`src/rtl/muldiv_sequencer_pkg.sv`:
```
// Shared constants for the multi-cycle multiply/divide unit: ALU control
// codes used by the private add/sub datapath, operation select codes and the
// sequencer state encoding.
package muldiv_sequencer_pkg;

  localparam int unsigned ALU_CTRL_W = 5;

  // ALU control codes shared with the main EX-stage ALU
  localparam logic [ALU_CTRL_W-1:0] ALU_add = 5'b00000;
  localparam logic [ALU_CTRL_W-1:0] ALU_sub = 5'b00001;

  // Operation select
  localparam logic MD_OP_MULU = 1'b0;
  localparam logic MD_OP_DIVU = 1'b1;

  // Sequencer states
  typedef enum logic [1:0] {
    MD_IDLE = 2'b00,
    MD_MUL  = 2'b01,
    MD_DIV  = 2'b10,
    MD_DONE = 2'b11
  } md_state_e;

endpackage

```
`src/rtl/muldiv_sequencer_if.sv`:
```
// Request/response bundle between the EX-stage pipeline control and the
// multiply/divide unit.
//   master: pipeline side (drives start/op/operands/abort)
//   slave : muldiv unit (drives busy/stall/done/results/div_by_zero)
interface muldiv_sequencer_if #(
  parameter int unsigned WIDTH = 32
);
  logic             start;
  logic             op;
  logic [WIDTH-1:0] operand_a;
  logic [WIDTH-1:0] operand_b;
  logic             abort;
  logic             busy;
  logic             stall;
  logic             done;
  logic [WIDTH-1:0] result_hi;
  logic [WIDTH-1:0] result_lo;
  logic             div_by_zero;

  modport master (
    output start, op, operand_a, operand_b, abort,
    input  busy, stall, done, result_hi, result_lo, div_by_zero
  );

  modport slave (
    input  start, op, operand_a, operand_b, abort,
    output busy, stall, done, result_hi, result_lo, div_by_zero
  );
endinterface

```
`src/rtl/muldiv_addsub.sv`:
```
// Combinational W-bit adder/subtractor selected by an ALU control code.
//   alu_ctrl_i : ALU_sub selects a_i - b_i, any other code selects a_i + b_i
//   a_i, b_i   : operands
//   res_c_o    : result (combinational)
module muldiv_addsub
  import muldiv_sequencer_pkg::*;
#(
  parameter int unsigned W = 33
) (
  input  logic [ALU_CTRL_W-1:0] alu_ctrl_i,
  input  logic [W-1:0]          a_i,
  input  logic [W-1:0]          b_i,
  output logic [W-1:0]          res_c_o
);

  always_comb begin
    res_c_o = a_i + b_i;
    if (alu_ctrl_i == ALU_sub) begin
      res_c_o = a_i - b_i;
    end
  end

endmodule

```
`src/rtl/muldiv_sequencer.sv`:
```
// Multi-cycle unsigned multiply (shift-add) / divide (restoring) unit for the
// EX stage, one add/sub step per clock.
//   clk, rst_n : clock, asynchronous active-low reset
//   md         : slave side of muldiv_sequencer_if (start/op/operands/abort in;
//                busy/stall/done/result_hi/result_lo/div_by_zero out).
//                stall is combinational, all other outputs are registered.
module muldiv_sequencer
  import muldiv_sequencer_pkg::*;
#(
  parameter int unsigned WIDTH = 32
) (
  input  logic              clk,
  input  logic              rst_n,
  muldiv_sequencer_if.slave md
);

  localparam int unsigned CNT_W = $clog2(WIDTH) + 1;

  md_state_e              state_q, state_d;
  logic [CNT_W-1:0]       cnt_q, cnt_d;
  logic [WIDTH-1:0]       acc_q, acc_d;       // product high / remainder
  logic [WIDTH-1:0]       wlo_q, wlo_d;       // multiplier / quotient
  logic [WIDTH-1:0]       opb_q, opb_d;       // multiplicand / divisor
  logic [WIDTH-1:0]       res_hi_q, res_hi_d;
  logic [WIDTH-1:0]       res_lo_q, res_lo_d;
  logic                   dbz_q, dbz_d;
  logic                   busy_q, busy_d;
  logic                   done_q, done_d;

  logic [ALU_CTRL_W-1:0]  alu_ctrl;
  logic [WIDTH:0]         alu_a;
  logic [WIDTH:0]         alu_b;
  logic [WIDTH:0]         alu_res;
  logic [WIDTH:0]         mul_sum;

  muldiv_addsub #(
    .W (WIDTH + 1)
  ) u_addsub (
    .alu_ctrl_i (alu_ctrl),
    .a_i        (alu_a),
    .b_i        (alu_b),
    .res_c_o    (alu_res)
  );

  // Next-state, datapath step and output staging
  always_comb begin
    state_d  = state_q;
    cnt_d    = cnt_q;
    acc_d    = acc_q;
    wlo_d    = wlo_q;
    opb_d    = opb_q;
    res_hi_d = res_hi_q;
    res_lo_d = res_lo_q;
    dbz_d    = dbz_q;
    alu_ctrl = ALU_add;
    alu_a    = {1'b0, acc_q};
    alu_b    = {1'b0, opb_q};
    mul_sum  = {1'b0, acc_q};

    case (state_q)
      MD_IDLE, MD_DONE: begin
        state_d = MD_IDLE;
        if (md.start && !md.abort) begin
          cnt_d = CNT_W'(WIDTH);
          acc_d = '0;
          wlo_d = md.operand_a;
          opb_d = md.operand_b;
          dbz_d = 1'b0;
          if (md.op == MD_OP_MULU) begin
            state_d = MD_MUL;
          end else if (md.operand_b != '0) begin
            state_d = MD_DIV;
          end else begin
            // Divide by zero completes immediately with a fixed result
            state_d  = MD_DONE;
            res_hi_d = md.operand_a;
            res_lo_d = '1;
            dbz_d    = 1'b1;
          end
        end
      end

      MD_MUL: begin
        alu_ctrl = ALU_add;
        if (wlo_q[0]) begin
          mul_sum = alu_res;
        end
        // Carry of the partial sum shifts into the accumulator MSB
        acc_d = mul_sum[WIDTH:1];
        wlo_d = {mul_sum[0], wlo_q[WIDTH-1:1]};
        cnt_d = cnt_q - CNT_W'(1);
        if (md.abort) begin
          state_d = MD_IDLE;
        end else if (cnt_q == CNT_W'(1)) begin
          state_d  = MD_DONE;
          res_hi_d = acc_d;
          res_lo_d = wlo_d;
        end
      end

      MD_DIV: begin
        alu_ctrl = ALU_sub;
        // The remainder bit shifted out on the left must take part in the
        // trial compare, otherwise divisors above 2^(WIDTH-1) fail.
        alu_a = {acc_q, wlo_q[WIDTH-1]};
        if (!alu_res[WIDTH]) begin
          acc_d = alu_res[WIDTH-1:0];
          wlo_d = {wlo_q[WIDTH-2:0], 1'b1};
        end else begin
          acc_d = {acc_q[WIDTH-2:0], wlo_q[WIDTH-1]};
          wlo_d = {wlo_q[WIDTH-2:0], 1'b0};
        end
        cnt_d = cnt_q - CNT_W'(1);
        if (md.abort) begin
          state_d = MD_IDLE;
        end else if (cnt_q == CNT_W'(1)) begin
          state_d  = MD_DONE;
          res_hi_d = acc_d;
          res_lo_d = wlo_d;
        end
      end

      default: state_d = MD_IDLE;
    endcase

    busy_d = (state_d == MD_MUL) || (state_d == MD_DIV);
    done_d = (state_d == MD_DONE);
  end

  // State and output registers
  always_ff @(posedge clk or negedge rst_n) begin
    if (!rst_n) begin
      state_q  <= MD_IDLE;
      cnt_q    <= '0;
      acc_q    <= '0;
      wlo_q    <= '0;
      opb_q    <= '0;
      res_hi_q <= '0;
      res_lo_q <= '0;
      dbz_q    <= 1'b0;
      busy_q   <= 1'b0;
      done_q   <= 1'b0;
    end else begin
      state_q  <= state_d;
      cnt_q    <= cnt_d;
      acc_q    <= acc_d;
      wlo_q    <= wlo_d;
      opb_q    <= opb_d;
      res_hi_q <= res_hi_d;
      res_lo_q <= res_lo_d;
      dbz_q    <= dbz_d;
      busy_q   <= busy_d;
      done_q   <= done_d;
    end
  end

  assign md.busy        = busy_q;
  assign md.done        = done_q;
  assign md.result_hi   = res_hi_q;
  assign md.result_lo   = res_lo_q;
  assign md.div_by_zero = dbz_q;
  // Hold the pipeline in the cycle a start is being accepted as well
  assign md.stall = busy_q |
                    (md.start & ~md.abort &
                     ((state_q == MD_IDLE) | (state_q == MD_DONE)));

endmodule
```
`src/flat_wrapper.sv`:
```
// flat-port wrapper written by rule: the top's interface ports become plain ports
module muldiv_sequencer_flat import muldiv_sequencer_pkg::*;
#(
  parameter int unsigned WIDTH = 32
)
  (clk, rst_n, md_start, md_op, md_operand_a, md_operand_b, md_abort, md_busy, md_stall, md_done, md_result_hi, md_result_lo, md_div_by_zero);
  muldiv_sequencer_if #(.WIDTH(WIDTH)) md_i ();
  input  logic clk;
  input  logic rst_n;
  input wire logic [$bits(md_i.start)-1:0] md_start;
  input wire logic [$bits(md_i.op)-1:0] md_op;
  input wire logic [$bits(md_i.operand_a)-1:0] md_operand_a;
  input wire logic [$bits(md_i.operand_b)-1:0] md_operand_b;
  input wire logic [$bits(md_i.abort)-1:0] md_abort;
  output wire logic [$bits(md_i.busy)-1:0] md_busy;
  output wire logic [$bits(md_i.stall)-1:0] md_stall;
  output wire logic [$bits(md_i.done)-1:0] md_done;
  output wire logic [$bits(md_i.result_hi)-1:0] md_result_hi;
  output wire logic [$bits(md_i.result_lo)-1:0] md_result_lo;
  output wire logic [$bits(md_i.div_by_zero)-1:0] md_div_by_zero;
  assign md_i.start = md_start;
  assign md_i.op = md_op;
  assign md_i.operand_a = md_operand_a;
  assign md_i.operand_b = md_operand_b;
  assign md_i.abort = md_abort;
  assign md_busy = md_i.busy;
  assign md_stall = md_i.stall;
  assign md_done = md_i.done;
  assign md_result_hi = md_i.result_hi;
  assign md_result_lo = md_i.result_lo;
  assign md_div_by_zero = md_i.div_by_zero;
  muldiv_sequencer #(.WIDTH(WIDTH)) u_core (.clk(clk), .rst_n(rst_n), .md(md_i));
endmodule
```
`config.mk`:
```
export PLATFORM = sky130hd
export DESIGN_NAME = muldiv_sequencer_flat
export DESIGN_NICKNAME = d
export VERILOG_FILES = /design/src/rtl/muldiv_sequencer_pkg.sv /design/src/rtl/muldiv_sequencer_if.sv /design/src/rtl/muldiv_addsub.sv /design/src/rtl/muldiv_sequencer.sv /design/src/flat_wrapper.sv
export SDC_FILE = /design/constraint.sdc
export NUM_CORES = 1
export LEC_CHECK = 0
export ABC_CLOCK_PERIOD_IN_PS = 11900
export CORE_MARGIN = 10
export CORE_UTILIZATION = 55
export DETAILED_ROUTE_END_ITERATION = 8
export PLACE_DENSITY = 0.82
export SLEW_MARGIN = 20
export SYNTH_ARGS = -nofsm -noshare
export SYNTH_HDL_FRONTEND = slang
export SYNTH_HIERARCHICAL = 1
export SYNTH_SLANG_ARGS = --single-unit
export TNS_END_PERCENT = 20
```
`constraint.sdc`:
```
create_clock -name clk -period 11.9 [get_ports clk]
set_input_delay 2.38 -clock clk [delete_from_list [all_inputs] [get_ports clk]]
set_output_delay 2.38 -clock clk [all_outputs]
set_load 0.05 [all_outputs]
```
==> Word-level counts from Yosys, hierarchy flattened <==
Index checks and enable logic that the tools add are counted.
Widths: inputs -> output; s select.
{ "totals": {"regBits": 171, "in_bits": 69, "word_cells": 78} }
{ "op_classes": {"n_addsub": 3, "eq_ne": 15, "mux": 36, "n_bitwise": 5, "reduce_logical": 9} }
{ "op_table": {"columns": ["cell", "count"], "rows": [
  ["$mux 32", 17],
  ["$pmux 32 s3", 4],
  ["$mux 33", 3],
  ["$add 33x32->33", 1],
  ["$sub 33x32->33", 1],
  ["$reduce_bool 32->1", 1],
  ["$pmux 6 s2", 1],
  ["$eq 2x2->1 const B", 4],
  ["$mux 2", 4],
  ["$ne 2x2->1 const B", 4],
  ["$reduce_and 7->1", 1],
  ["$eq 6x1->1 const B", 1],
  ["$mux 6", 1],
  ["$ne 2x1->1 const B", 3],
  ["$sub 6x1->6 const B", 1],
  ["$eq 5x1->1 const B", 1],
  ["$mux 1", 5],
  ["$eq 2x1->1 const B", 2],
  ["$pmux 2 s2", 1],
  ["$reduce_or 2->1", 2],
  ["$and 1x1->1", 2],
  ["$logic_not 2->1", 1],
  ["$or 1x1->1", 2],
  ["$reduce_and 2->1", 1],
  ["other kinds (4)", 4]
]} }

==> Logic depth before layout (Yosys ltp) <==
{ "logic_depth": {"depth_word": 8, "ltp_mapped": 26, "depth_no_buf": 22} }

==> Hierarchy <==
The synthesis kept the hierarchy.
{ "modules_own_cells": {"columns": ["module", "n_inst", "cells_each", "area_per_inst_um2"], "rows": [
  ["muldiv_sequencer", 1, 747, 8837.2],
  ["muldiv_addsub", 1, 334, 2374.8]
]} }

==> Least setup slack after synthesis <==
Ideal clock, no wire load.
{ "synth_timing": {"path_kind": "input to output", "startpoint": "input port md_start", "endpoint": "output port md_stall", "t_arrival_ns": 3.431, "required_ns": 9.520, "slack_ns": 6.089, "stages": 4, "n_path_buf": 1, "cell_sequence": "nor2b_1 nand2_1 clkbuf_1 nand2b_1"} }
{ "synth_between": {"elab_chain_len": 3} }
{ "synth_lines": {"columns": ["item", "line_no", "rtl"], "rows": [
  ["start, declared", "flat_wrapper.sv:10", "input wire logic [$bits(md_i.start)-1:0] md_start;"],
  ["$and 1x1->1 (2 in a row)", "muldiv_sequencer.sv:164", "(md.start & ~md.abort &"],
  ["$or 1x1->1", "muldiv_sequencer.sv:163", "assign md.stall = busy_q |"],
  ["end, declared", "flat_wrapper.sv:16", "output wire logic [$bits(md_i.stall)-1:0] md_stall;"]
]} }
Every way passes these cells.

==> Worst setup path in the final report <==
{ "layout_timing": {"startpoint": "register u_core.state_q[0]", "endpoint": "register u_core.res_hi_q[18] (netlist: u_core/md.result_hi[18])"} }
{ "layout_between": {"elab_chain_len": 8} }
{ "layout_lines": {"columns": ["item", "line_no", "rtl"], "rows": [
  ["start, declared", "muldiv_sequencer.sv:19", "md_state_e state_q, state_d;"],
  ["start signal, assigned", "muldiv_sequencer.sv:144", "state_q <= state_d;"],
  ["$eq 2x2->1", "muldiv_sequencer.sv:60", "case (state_q)"],
  ["$mux 1", "muldiv_sequencer.sv:60", null],
  ["via u_core.alu_ctrl[0]", "muldiv_sequencer.sv:30", "logic [ALU_CTRL_W-1:0] alu_ctrl;"],
  ["$eq 5x1->1", "muldiv_addsub.sv:18", "if (alu_ctrl_i == ALU_sub) begin"],
  ["$mux 33", "muldiv_addsub.sv:18", null],
  ["via u_core.alu_res[32]", "muldiv_sequencer.sv:33", "logic [WIDTH:0] alu_res;"],
  ["$mux 32", "muldiv_sequencer.sv:106", "if (!alu_res[WIDTH]) begin"],
  ["$mux 32", "muldiv_sequencer.sv:116", "end else if (cnt_q == CNT_W'(1)) begin"],
  ["$mux 32", "muldiv_sequencer.sv:114", "if (md.abort) begin"],
  ["$pmux 32 s3", "muldiv_sequencer.sv:60", null],
  ["end signal, assigned", "muldiv_sequencer.sv:149", "res_hi_q <= res_hi_d;"],
  ["end, declared", "muldiv_sequencer.sv:24", "logic [WIDTH-1:0] res_hi_q, res_hi_d;"]
]} }
The timed path passes the listed nets, and every way through them passes these cells. The select of a mux whose other input is x is not followed.
A chain may end at the register's enable or synchronous reset.

==> results.json <==
{
  "drcViolationCount": 0,
  "die_w_um": 163,
  "netSwitchingFraction_pct": 46.4,
  "drive_above_1_share_pct": 20.9,
  "synth_cells": 1081,
  "ys.flop_type": "dfrtp_1",
  "finalHoldViolCount": 0,
  "ff_latch_area_um2": 4280,
  "synth_edf_count": 0,
  "min_path_type": "reg2reg",
  "relSlewSlack_pct": 35.8,
  "fp.dieH_um": 163,
  "worstPathArrival_ps": 6900,
  "multi_input_area_um2": 6470,
  "cts_root_buf": "clkbuf_16",
  "cts.htree.levels": 4,
  "area_growth_pct": 18.6,
  "power_density_nw_per_um2": 329,
  "outcome": "finished, final reports clean",
  "die-area_um2": 26500,
  "fin_area_um2": 13300,
  "ys_seq_area_share_pct": 38.2,
  "tightest_slew_ps": 963,
  "final_common_cell": "dfrtp_1",
  "ys_types": 64,
  "synth.area.top_cells": "dfrtp_1 (38%), mux2_2 (16%), a21oi_1 (4.3%), ha_1 (4.2%), mux2_4 (4.0%)",
  "diodes": 0,
  "cts_made_buffers": 17,
  "fin_skew_ps": 12.0,
  "crit_path_start_kind": "flop",
  "grt_antenna_before_repair": 0,
  "wl_per_cell_um": 19.8,
  "grt_max_degree": 107,
  "gp_congestion": 0.892,
  "nFillCells": 1546,
  "via_count": 9140,
  "core_um2": 20200,
  "max_stage_delay_ps": 820,
  "crit_fanout": 49,
  "initial_core_util_pct": 55.6,
  "clock-sinks": 171,
  "rsz0062_at_grt": "no",
  "final.min_clock_period_ps": 6570,
  "cpMaxStageDelayCell": "or4_1",
  "cpMostUsedCell": "a21oi_1",
  "p_seq_share_pct": 25.0,
  "clockPowerShare_pct": 12.6,
  "ys_seq_elements": 171,
  "slew_violations": 0,
  "power_leakage_nw": 5.78,
  "ctsHoldBuffers": 0,
  "peakVddDrop_v": 0.000138,
  "drv_cap": 0,
  "finalNetCount": 1290,
  "avgSynthCellArea_um2": 10.4,
  "cp_top_family": "compound AO/OA/AOI/OAI gates",
  "synth_top_area_cell": "dfrtp_1",
  "grt_pass1_wl_mm": 46.4,
  "fin_crit_sh_pct": 55.2,
  "critPathKind": "reg2reg",
  "num_rows": 52,
  "first_global_vias": 8633,
  "cts.path.max_buffers": 2,
  "setup_violations": 0,
  "io_buffers": 136,
  "post_cts_resized": 0,
  "switching_power_w": 0.00203,
  "hpwl_mm": 20.4,
  "grt.total_usage_pct": 21.2,
  "fmax_ghz": 0.152,
  "synth_top_area_share_pct": 38.2,
  "tns_ps": 0,
  "crit_chain": "inv_1 -> ha_4 -> nand2b_1 -> or4_1 -> o21ai_0 -> o21ai_0 -> a21oi_1 -> xor2_1 -> ha_1 -> a21oi_1 -> o21bai_1 -> a221o_1 -> a21oi_1 -> o21ai_0 -> a2111oi_0 -> nor3_2 -> buf_4 -> mux2_2 -> a221oi_1 -> a21oi_1 -> mux2_2",
  "crit_required_ps": 12220,
  "clkTransAtPathRegs_ps": 70,
  "io_pins": 137,
  "drt_first_pass_iters": 5,
  "comb_power_share_pct": 62.4,
  "grt_overflow": 0,
  "wl_mm": 29.0,
  "cts_setup_buffers": 0,
  "final_cell_mix": "dfrtp_1 (171), mux2_2 (160), clkdlybuf4s50_1 (135), a21oi_1 (96), o21ai_0 (69)",
  "drtIter0Drc": 837,
  "crit_buf_inv": 2,
  "postRouteAntennaNets": 0,
  "viasPerCell": 6.24,
  "dpl-instance-area_um2": 12700,
  "p_int_w": 0.00234,
  "netlist_area_um2": 11200,
  "cts_tree": "done",
  "async_reset_ff_share_pct": 100,
  "crit_path_end_kind": "flop",
  "yosys_warnings": 6,
  "clock_latency_ps": 440
}
## layer usage
metal | global-route usage (%) | share of wire, % | routed length, µm | up-vias
met1 | 30.9 | 47 | 13500 | 4475
met3 | 3.31 | 7.0 | 2030 | 36
met2 | 32.0 | 45 | 13000 | 377
li1 | - | - | - | 4252
met5 | 0 | 0 | 0 | -
met4 | 5.74 | 1.6 | 463 | 0
## worst reg2reg max path, stage by stage, from the launching register on
cell and delay, ps:
dfrtp_1 400, inv_1 100, ha_4 520, nand2b_1 180, or4_1 820, o21ai_0 280
o21ai_0 250, a21oi_1 250, xor2_1 180, ha_1 340, a21oi_1 170, o21bai_1 80
a221o_1 380, a21oi_1 160, o21ai_0 120, a2111oi_0 590, nor3_2 90, buf_4 300
mux2_2 330, a221oi_1 540, a21oi_1 90, mux2_2 290
## synth_stat cells (8+ instances only)
library cell and instances:
a21o_1 11, a21oi_1 96, a221o_1 34, a221oi_1 31
a22o_1 33, buf_1 8, clkbuf_1 57, dfrtp_1 171
ha_1 38, inv_1 53, mux2_2 160, mux2_4 30
nand2_1 64, nand3_1 12, nor2_1 18, nor2b_1 9
nor3_1 8, nor4_1 12, o21ai_0 69, o31ai_1 10
xnor2_1 21, xor2_1 38
## worst paths after layout
check | start | to | slack [ps] | cells after the start
max in group asynchronous | rst_n | u_core/wlo_q[13] | 8400 | 2
min in group asynchronous | rst_n | u_core/md.result_lo[27] | 2060 | 1
hold reg to reg | u_core/md.div_by_zero | u_core/md.div_by_zero | 490 | 2
setup reg to reg | u_core/state_q[0] | u_core/md.result_hi[18] | 5330 | 21
hold / removal | u_core/md.div_by_zero | u_core/md.div_by_zero | 490 | 2
setup / recovery | u_core/state_q[0] | u_core/md.result_hi[18] | 5330 | 21
## power by group through the flow
stage	sequential (W)	combinational (W)	clock (W)
3_5_place_dp	0.00109	0.00268	0
3_3_place_gp	0.00108	0.00262	0
2_1_floorplan	0.00139	0.00170	0
4_1_cts	0.00109	0.00270	0.000556
6_report	0.00109	0.00273	0.000551
5_1_grt	0.00113	0.00293	0.000583
## stage by stage
step / util [%] / setup slack, ps / total power (W) / hold slack, ps / cells
floorplan: - / 6090 / 0.00308 / 445 / 1088
global placement: 63.1 / 5430 / 0.00370 / 475 / 1433
detailed placement: 63.1 / 5440 / 0.00377 / 479 / 1433
CTS: 65.9 / 5420 / 0.00435 / 498 / 1465
global route: 65.9 / 4760 / 0.00464 / 513 / 1465
finish: 65.9 / 5330 / 0.00437 / 494 / 1465
## final cells by class
cell class              count  share of cell area [%]
flip-flops and latches    171                    32.2
multi-input cells         793                    48.7
clock inverters            15                    1.13
well taps                 270                    2.54
repair buffers            146                    10.8
inverters                  53                    1.50
clock buffers              17                    3.20
## sequential cells by signal, indices dropped and copies added (netlist names)
name	cells
u_core/state_q	2
u_core/acc_q	32
u_core/md.busy	1
u_core/md.done	1
u_core/opb_q	32
u_core/wlo_q	32
u_core/md.div_by_zero	1
u_core/md.result_lo	32
u_core/cnt_q	6
u_core/md.result_hi	32
## logic make-up (layout without fill, tap and decap cells)
group | after synthesis | in the layout | share of synthesized area [%]
compound gates | 321 | 321 | 19.8
buf+inv | 124 | 231 | 4.55
other cells | 1 | 8 | 0.0334
fa+ha+maj | 39 | 39 | 4.42
xor+xnor | 59 | 59 | 4.61
mux | 194 | 194 | 20.5
simple gates | 172 | 172 | 8.00
flops | 171 | 171 | 38.2
Power figures use the tool's default switching activity.
